File: config.mk
export PLATFORM = sky130hd
export DESIGN_NAME = hamming_secded_encoder_stream
export DESIGN_NICKNAME = d
export VERILOG_FILES = /design/src/rtl/hamming_secded_encoder_stream.sv
export SDC_FILE = /design/constraint.sdc
export NUM_CORES = 1
export LEC_CHECK = 0
export CAP_MARGIN = 10
export CORE_MARGIN = 4
export CORE_UTILIZATION = 30
export CTS_CLUSTER_DIAMETER = 150
export DETAILED_ROUTE_END_ITERATION = 12
export GPL_TIMING_DRIVEN = 0
export PLACE_DENSITY = 0.57
export SYNTH_ARGS = -nofsm -noshare
export SYNTH_HDL_FRONTEND = slang
export SYNTH_SLANG_ARGS = --single-unit
File: constraint.sdc
create_clock -name clk -period 2.4 [get_ports clk]
set_input_delay 0.6 -clock clk [delete_from_list [all_inputs] [get_ports clk]]
set_output_delay 0.6 -clock clk [all_outputs]
set_load 0.02 [all_outputs]
File: src/rtl/hamming_secded_encoder_stream.sv
// Streaming Hamming(12,8) encoder with a one-deep skid buffer.
// Each accepted byte becomes a 12-bit codeword. Positions 1,2,4,8 hold the
// even parity bits and the other positions hold the data bits, so a single
// flipped bit gives a syndrome equal to its position. An optional
// single-bit error can be injected after parity generation. The flag that
// records the injection travels with its word until that word is delivered.
module hamming_secded_encoder_stream #(
  parameter int CNT_W = 16
) (
  input  logic             clk,
  input  logic             rst,
  input  logic             in_valid,
  output logic             in_ready,
  input  logic [7:0]       in_data,
  input  logic             inj_en,
  input  logic [3:0]       inj_pos,
  output logic             out_valid,
  input  logic             out_ready,
  output logic [11:0]      out_code,
  output logic [CNT_W-1:0] word_cnt,
  output logic [7:0]       inj_cnt
);

  // Datapath: parity generation and error injection on the incoming byte
  logic [11:0] clean_code;
  logic [11:0] flip_mask;
  logic [11:0] enc_code;
  logic        inj_hit;

  assign clean_code[0]  = in_data[0] ^ in_data[1] ^ in_data[3] ^ in_data[4] ^ in_data[6];
  assign clean_code[1]  = in_data[0] ^ in_data[2] ^ in_data[3] ^ in_data[5] ^ in_data[6];
  assign clean_code[2]  = in_data[0];
  assign clean_code[3]  = in_data[1] ^ in_data[2] ^ in_data[3] ^ in_data[7];
  assign clean_code[4]  = in_data[1];
  assign clean_code[5]  = in_data[2];
  assign clean_code[6]  = in_data[3];
  assign clean_code[7]  = in_data[4] ^ in_data[5] ^ in_data[6] ^ in_data[7];
  assign clean_code[8]  = in_data[4];
  assign clean_code[9]  = in_data[5];
  assign clean_code[10] = in_data[6];
  assign clean_code[11] = in_data[7];

  // Positions 1..12 map to a single mask bit each.
  // Position 0 and positions 13..15 leave the mask empty.
  generate
    for (genvar gi = 0; gi < 12; gi++) begin : g_flip
      assign flip_mask[gi] = inj_en && (inj_pos == 4'(gi + 1));
    end
  endgenerate

  assign inj_hit  = |flip_mask;
  assign enc_code = clean_code ^ flip_mask;

  // Storage: output stage plus skid stage
  logic             out_valid_reg, out_valid_next;
  logic [11:0]      out_code_reg,  out_code_next;
  logic             out_inj_reg,   out_inj_next;
  logic             skid_valid_reg, skid_valid_next;
  logic [11:0]      skid_code_reg,  skid_code_next;
  logic             skid_inj_reg,   skid_inj_next;
  logic [CNT_W-1:0] word_cnt_reg,  word_cnt_next;
  logic [7:0]       inj_cnt_reg,   inj_cnt_next;
  logic             in_fire;
  logic             out_fire;

  // in_ready depends only on registered state and on reset.
  // It does not depend on out_ready.
  assign in_ready  = ~skid_valid_reg & ~rst;
  assign in_fire   = in_valid & in_ready;
  assign out_fire  = out_valid_reg & out_ready;

  assign out_valid = out_valid_reg;
  assign out_code  = out_code_reg;
  assign word_cnt  = word_cnt_reg;
  assign inj_cnt   = inj_cnt_reg;

  // Next-state: move words between the stages and update the delivery counters
  always_comb begin
    out_valid_next  = out_valid_reg;
    out_code_next   = out_code_reg;
    out_inj_next    = out_inj_reg;
    skid_valid_next = skid_valid_reg;
    skid_code_next  = skid_code_reg;
    skid_inj_next   = skid_inj_reg;
    word_cnt_next   = word_cnt_reg;
    inj_cnt_next    = inj_cnt_reg;

    if (out_fire) begin
      word_cnt_next = word_cnt_reg + CNT_W'(1);
      if (out_inj_reg && (inj_cnt_reg != 8'hFF)) begin
        inj_cnt_next = inj_cnt_reg + 8'd1;
      end
      if (skid_valid_reg) begin
        // The older word held in the skid stage goes out next.
        // in_ready is low while the skid stage is full, so no new word arrives.
        out_code_next   = skid_code_reg;
        out_inj_next    = skid_inj_reg;
        skid_valid_next = 1'b0;
      end else if (in_fire) begin
        // Streaming case: the new word replaces the departing word.
        out_code_next = enc_code;
        out_inj_next  = inj_hit;
      end else begin
        out_valid_next = 1'b0;
      end
    end else if (!out_valid_reg) begin
      if (in_fire) begin
        out_valid_next = 1'b1;
        out_code_next  = enc_code;
        out_inj_next   = inj_hit;
      end
    end else if (in_fire) begin
      // The output stage is stalled, so the new word waits in the skid stage.
      skid_valid_next = 1'b1;
      skid_code_next  = enc_code;
      skid_inj_next   = inj_hit;
    end
  end

  // State registers with synchronous reset that discards any buffered words
  always_ff @(posedge clk) begin
    if (rst) begin
      out_valid_reg  <= 1'b0;
      out_code_reg   <= 12'h000;
      out_inj_reg    <= 1'b0;
      skid_valid_reg <= 1'b0;
      skid_code_reg  <= 12'h000;
      skid_inj_reg   <= 1'b0;
      word_cnt_reg   <= '0;
      inj_cnt_reg    <= 8'h00;
    end else begin
      out_valid_reg  <= out_valid_next;
      out_code_reg   <= out_code_next;
      out_inj_reg    <= out_inj_next;
      skid_valid_reg <= skid_valid_next;
      skid_code_reg  <= skid_code_next;
      skid_inj_reg   <= skid_inj_next;
      word_cnt_reg   <= word_cnt_next;
      inj_cnt_reg    <= inj_cnt_next;
    end
  end

endmodule

==> results.yml, run 1 <==
logic_synthesis:
  synth_cells: 307
  async_reset_ff_share_pct: 0
  ys_warn_count: 0
  synth_edf_count: 0
  ys_seq_area_share_pct: 39.38
  synth_cell_type_count: 47
  syn-mean-instance-area_um2: 8.612
  synthTopCellsByArea: "dfxtp_1, xnor2_1, nor2_1"
  synth_ff_type: "dfxtp_1"
  yosysMostFrequentCell: "dfxtp_1"
  syn-num-nets: 326
  synth_area_leader_cell: "dfxtp_1"
  yosysTopAreaCellShare_pct: 39.38
  synth_common_cells: "dfxtp_1, nor2_1, xnor2_1, nand2_1, xor2_1"
  ys_ff_latch: 52
  syn_area_um2: 2644
worst_setup_path:
  end_kind: "output port"
  slowest_delay_ps: 350
  critPathRequiredTime_ps: 1800
  critPathLaunch: "rst"
  path_class: "in -> out"
  crit_chain: "clkbuf_2, clkbuf_4, clkbuf_4, nor2_1, dlygate4sd2_1"
  arrival_ps: 1740
  r2r-start: "skid_valid_reg"
  worstSetupStartpointType: "input pin"
  critical_path.max_fanout: 10
  cpMostUsedCell: "clkbuf_4"
  slowest_stage: "dlygate4sd2_1"
status:
  status: "completed"
global_routing:
  grt_usage_pct: 13.55
  grt_max_degree: 16
  grt_pass1_vias: 2303
  grt_pass1_wl_um: 11260
  grt_overflow_total: 0
  antenna_found_initial: 0
detailed_routing:
  wl_met2_um: 3195
  via_per_inst: 5.167
  first_pass_iters: 4
  met1Wirelength_um: 3362
  first_iter_violations: 111
  top_layer: "met4"
  drc: 0
  postRouteAntennaNets: 0
  wl_um: 6975
  vias: 2439
  met3WireLength_um: 354
  wl_per_cell_um: 14.78
layout:
  area_delta_synth_final_pct: 30.62
  multiInputGateArea_um2: 1538
  largest_register_ffs: 16
  n_fill_cell: 859
  final-seq-area_um2: 1041
  layout-drive-gt1-share_pct: 6.267
  stdcell_area_um2: 3453
  nets: 385
  antenna_cells: 0
clock_network:
  cts_resized: 5
  cts_setup_buffers: 0
  h-tree-depth: 2
  clkTransAtPathRegs_ps: 110
  cts_made_buffers: 5
  cts_hold_buf: 0
  clock_latency_ps: 310
  cts_tree: "built"
  clock-sinks: 52
  clk_path_buf_depth: 2
  cts_root_buf: "clkbuf_8"
timing:
  finClkSkew_ps: 13.58
  tightest_slew_ps: 563.3
  whs_ps: 471.1
  setup_violations: 0
  fin_crit_ps: 2337
  relSlewSlack_pct: 62.28
  finalSetupTns_ps: 0
  rsz0062_at_grt: "false"
  fmax_ghz: 0.4279
  maxSlewViolCount: 0
  fin_crit_sh_pct: 97.38
  hold_viol: 0
placement:
  gp_congestion: 0.7982
  dp_hpwl_um: 5123
  postPlaceCellArea_um2: 3306
  port_buffers: 53
floorplanning:
  die_h_um: 101.9
  coreArea_um2: 8382
  rows: 33
  start_util_pct: 31.54
  fp.dieArea_um2: 10380
  pin_count: 55
  die_x_um: 101.9
power:
  power.total_mw: 1.894
  irDropWorstVdd_mv: 0.2587
  power_density_nw_per_um2: 548.5
  p_leak_nw: 1.163
hold_path:
  hold_class: "reg -> reg"
  min_from: "skid_inj_reg"
flow_run:
  drv_cap: 0
## layout make-up
cell class / instances / share of cell area (%)
Buffer: 15 / 2.138
Clock buffer: 7 / 2.790
Clock inverter: 1 / 0.8696
Inverter: 3 / 0.3261
Multi-Input combinational cell: 236 / 44.53
Sequential cell: 52 / 30.14
Tap cell: 105 / 3.804
Timing Repair Buffer: 53 / 15.40
## through the flow
step	setup slack [ps]	util, %	instances
after floorplan	235.2	-	307
after global placement	-703.8	39.44	465
after detailed placement	-692.4	39.44	465
after CTS	26.26	41.01	473
after global routing	0.9837	41.20	472
final	62.82	41.20	472
## layer usage
metal / GRT usage, % / vias up
li1: - / 1229
met2: 21.98 / 62
met3: 2.662 / 6
met4: 3.229 / 0
met5: 0 / -
met1: 18.67 / 1142
## cells in the final DEF, fill, tap and decap left out, types with 7 or more instances in the layout
cell | netlist | layout
clkdlybuf4s50_1 | 0 | 51
and2_1 | 11 | 11
nand3_1 | 8 | 8
a211oi_1 | 12 | 12
clkbuf_8 | 0 | 7
xor2_1 | 15 | 15
a22oi_1 | 9 | 9
dfxtp_1 | 52 | 52
a21oi_1 | 13 | 12
or4_1 | 7 | 7
nand2_1 | 15 | 15
nor2_1 | 44 | 44
o21ai_0 | 11 | 11
xnor2_1 | 22 | 22
a221oi_1 | 8 | 8
## path summary, 6_finish.rpt
path                 endpoint  slack, ps  cells after the start
max                  in_ready         60                      5
min              skid_inj_reg        470                      2
max reg2reg  skid_code_reg[4]        400                      7
min reg2reg      skid_inj_reg        470                      2
## where the power goes
group | internal, mW | switching [mW] | total [mW] | leakage, nW
sequential | 0.891 | 0.0212 | 0.913 | 0.422
clock | 0.369 | 0.299 | 0.667 | 0.0645
combinational | 0.146 | 0.168 | 0.314 | 0.677
total | 1.41 | 0.488 | 1.89 | 1.16
## worst max-delay path, delay by kind of cell
kind,cells,cell delay (ps)
buffers and inverters,4,970
AND/OR/NAND/NOR,1,160
## logic make-up (layout without fill, tap and decap cells)
kind of cell	count (synthesis)	in the layout	synth area share (%)
AOI/OAI and AO/OA	70	70	18.22
adders and majority gates	2	2	0.9464
and+or+nand+nor	124	124	24.61
buffers and inverters	19	79	2.982
DFF	52	52	39.38
xor gates and xnor gates	38	38	13.11
muxes	2	2	0.7572
(Power assumes the default switching activity.)
==> inputs of run 2 (changes only) <==
Settings changed: CORE_ASPECT_RATIO set to 1.4.
==> run 2 against run 1 <==
Compared with the run above:
- first-iteration DRC count grew 2.7%
- critical path type is now in -> reg
- setup slack better by 81 ps
- flip-flop and latch count stayed put
- final cell count stayed put
- combinational power barely moved
- largest cell class unchanged
- via count fell by 1.1%
- die area increased by 0.21%
- highest routed layer unchanged
- routed wire length up 3.8%
- clock power up 9.9%
- clock-buffer cell count stayed put
- critical endpoint is now skid_code_reg[9]
- register-to-register slack worse by 40 ps
==> results.yml, run 2 (synthesis gave the netlist of run 1 again) <==
hold_path:
  whs_endpoint: "skid_inj_reg"
  min_from: "skid_inj_reg"
  hold_class: "reg -> reg"
  hold_path_depth: 2
floorplanning:
  die_x_um: 87.34
  pin_count: 55
  start_util_pct: 30.71
  die_h_um: 119.1
  rows: 40
  coreArea_um2: 8608
  fp.dieArea_um2: 10400
detailed_routing:
  via_per_inst: 5.112
  first_pass_iters: 4
  wl_um: 7243
  vias: 2413
  postRouteAntennaNets: 0
  first_iter_violations: 114
  wl_per_cell_um: 15.35
  drc: 0
timing:
  maxSlewViolCount: 0
  fin_crit_sh_pct: 94.01
  setup_violations: 0
  finClkSkew_ps: 4.470
  fin_crit_ps: 2256
  rsz0062_at_grt: "false"
  setup_ws_ps: 143.8
  fmax_ghz: 0.4432
  relSlewSlack_pct: 59.48
  tightest_slew_ps: 605.1
  hold_viol: 0
global_routing:
  antenna_found_initial: 0
  grt_overflow_total: 0
  grt_pass1_wl_um: 11890
  grt_max_degree: 16
  grt_usage_pct: 14.09
  grt_pass1_vias: 2401
worst_setup_path:
  critical_path.max_fanout: 10
  end_kind: "flip-flop"
  critPathRequiredTime_ps: 2590
  r2r-start: "skid_valid_reg"
  r2r_end: "out_code[10]"
  reg2regPathDepth: 6
  path_class: "in -> reg"
  worstSetupStartpointType: "input pin"
  reg2reg_setup_slack_ps: 360
  arrival_ps: 2450
placement:
  port_buffers: 53
  preCtsSetupSlack_ps: -812.2
  dp_hpwl_um: 5471
  gp_congestion: 0.8424
  postPlaceCellArea_um2: 3306
clock_network:
  clkTransAtPathRegs_ps: 60
  clk_path_buf_depth: 2
  cts_tree: "built"
  h-tree-depth: 2
  cts_made_buffers: 5
  cts_hold_buf: 0
  clock_latency_ps: 290
  cts_root_buf: "clkbuf_16"
  clock-sinks: 52
layout:
  nets: 385
  antenna_cells: 0
  n_fill_cell: 889
  layout-drive-gt1-share_pct: 5.722
  area_delta_synth_final_pct: 31.38
  largest_register_ffs: 16
  layout_common_cells: "dfxtp_1, clkdlybuf4s50_1, nor2_1"
  stdcell_area_um2: 3473
  final_common_cell: "dfxtp_1"
status:
  status: "completed"
power:
  irDropWorstVdd_mv: 0.2730
  power_density_nw_per_um2: 563.6
  power.total_mw: 1.957
  p_leak_nw: 1.166
flow_run:
  drv_cap: 0
==> run 2: cell type report <==
| cell class | count | area, um2 | share of cell area (%) |
|---|---|---|---|
| plain buffers | 15 | 70.07 | 2.017 |
| clock buffers | 7 | 142.6 | 4.107 |
| clock inverters | 1 | 7.507 | 0.2161 |
| inverters | 3 | 11.26 | 0.3242 |
| multi-input cells | 236 | 1538 | 44.27 |
| flip-flops and latches | 52 | 1041 | 29.97 |
| well taps | 105 | 131.4 | 3.782 |
| repair buffers | 53 | 531.8 | 15.31 |
==> run 2: worst max path at each step <==
stage          depth (start not counted)                to      start
2_1_floorplan                          4          in_ready        rst
3_3_place_gp                           5          in_ready        rst
3_5_place_dp                           5          in_ready        rst
4_1_cts                                6      word_cnt[15]  out_ready
5_1_grt                                7  skid_code_reg[8]   in_valid
6_report                               7  skid_code_reg[9]   in_valid
==> run 2: what timing repair did <==
action | 4_1_cts | 5_1_grt
buffers inserted | 0 | 0
setup endpoints to repair | 8 | 15
resized for setup | 6 | 4
==> run 2: worst max-delay path: stages <==
cell	delay (ps)
clkdlybuf4s50_1	510
or3b_1	340
buf_2	180
nor2_1	220
buf_2	290
nor2_1	60
a211oi_1	230
==> run 2: where the power goes <==
part           switching [mW]  total [mW]  internal, mW
clock                   0.316       0.733         0.416
sequential             0.0210       0.913         0.892
combinational           0.167       0.312         0.145
total                   0.505        1.96          1.45
==> run 2: through the flow <==
step | hold WS (ps) | cells | utilization (%) | setup TNS [ps]
2_1_floorplan | 436.4 | 307 | - | 0
3_3_place_gp | 451.2 | 465 | 38.40 | -5656
3_5_place_dp | 447.0 | 465 | 38.40 | -6625
4_1_cts | 457.8 | 473 | 40.22 | 0
5_1_grt | 479.4 | 472 | 40.35 | 0
6_report | 461.1 | 472 | 40.35 | 0
==> run 2: routing by layer <==
| metal | wire, um | share of wire (%) | GRT usage, % |
|---|---|---|---|
| met3 | 353 | 4.9 | 2.491 |
| met5 | 0 | 0 | 0 |
| met1 | 3208 | 44 | 17.45 |
| met4 | 95 | 1.3 | 4.319 |
| met2 | 3585 | 49 | 24.34 |
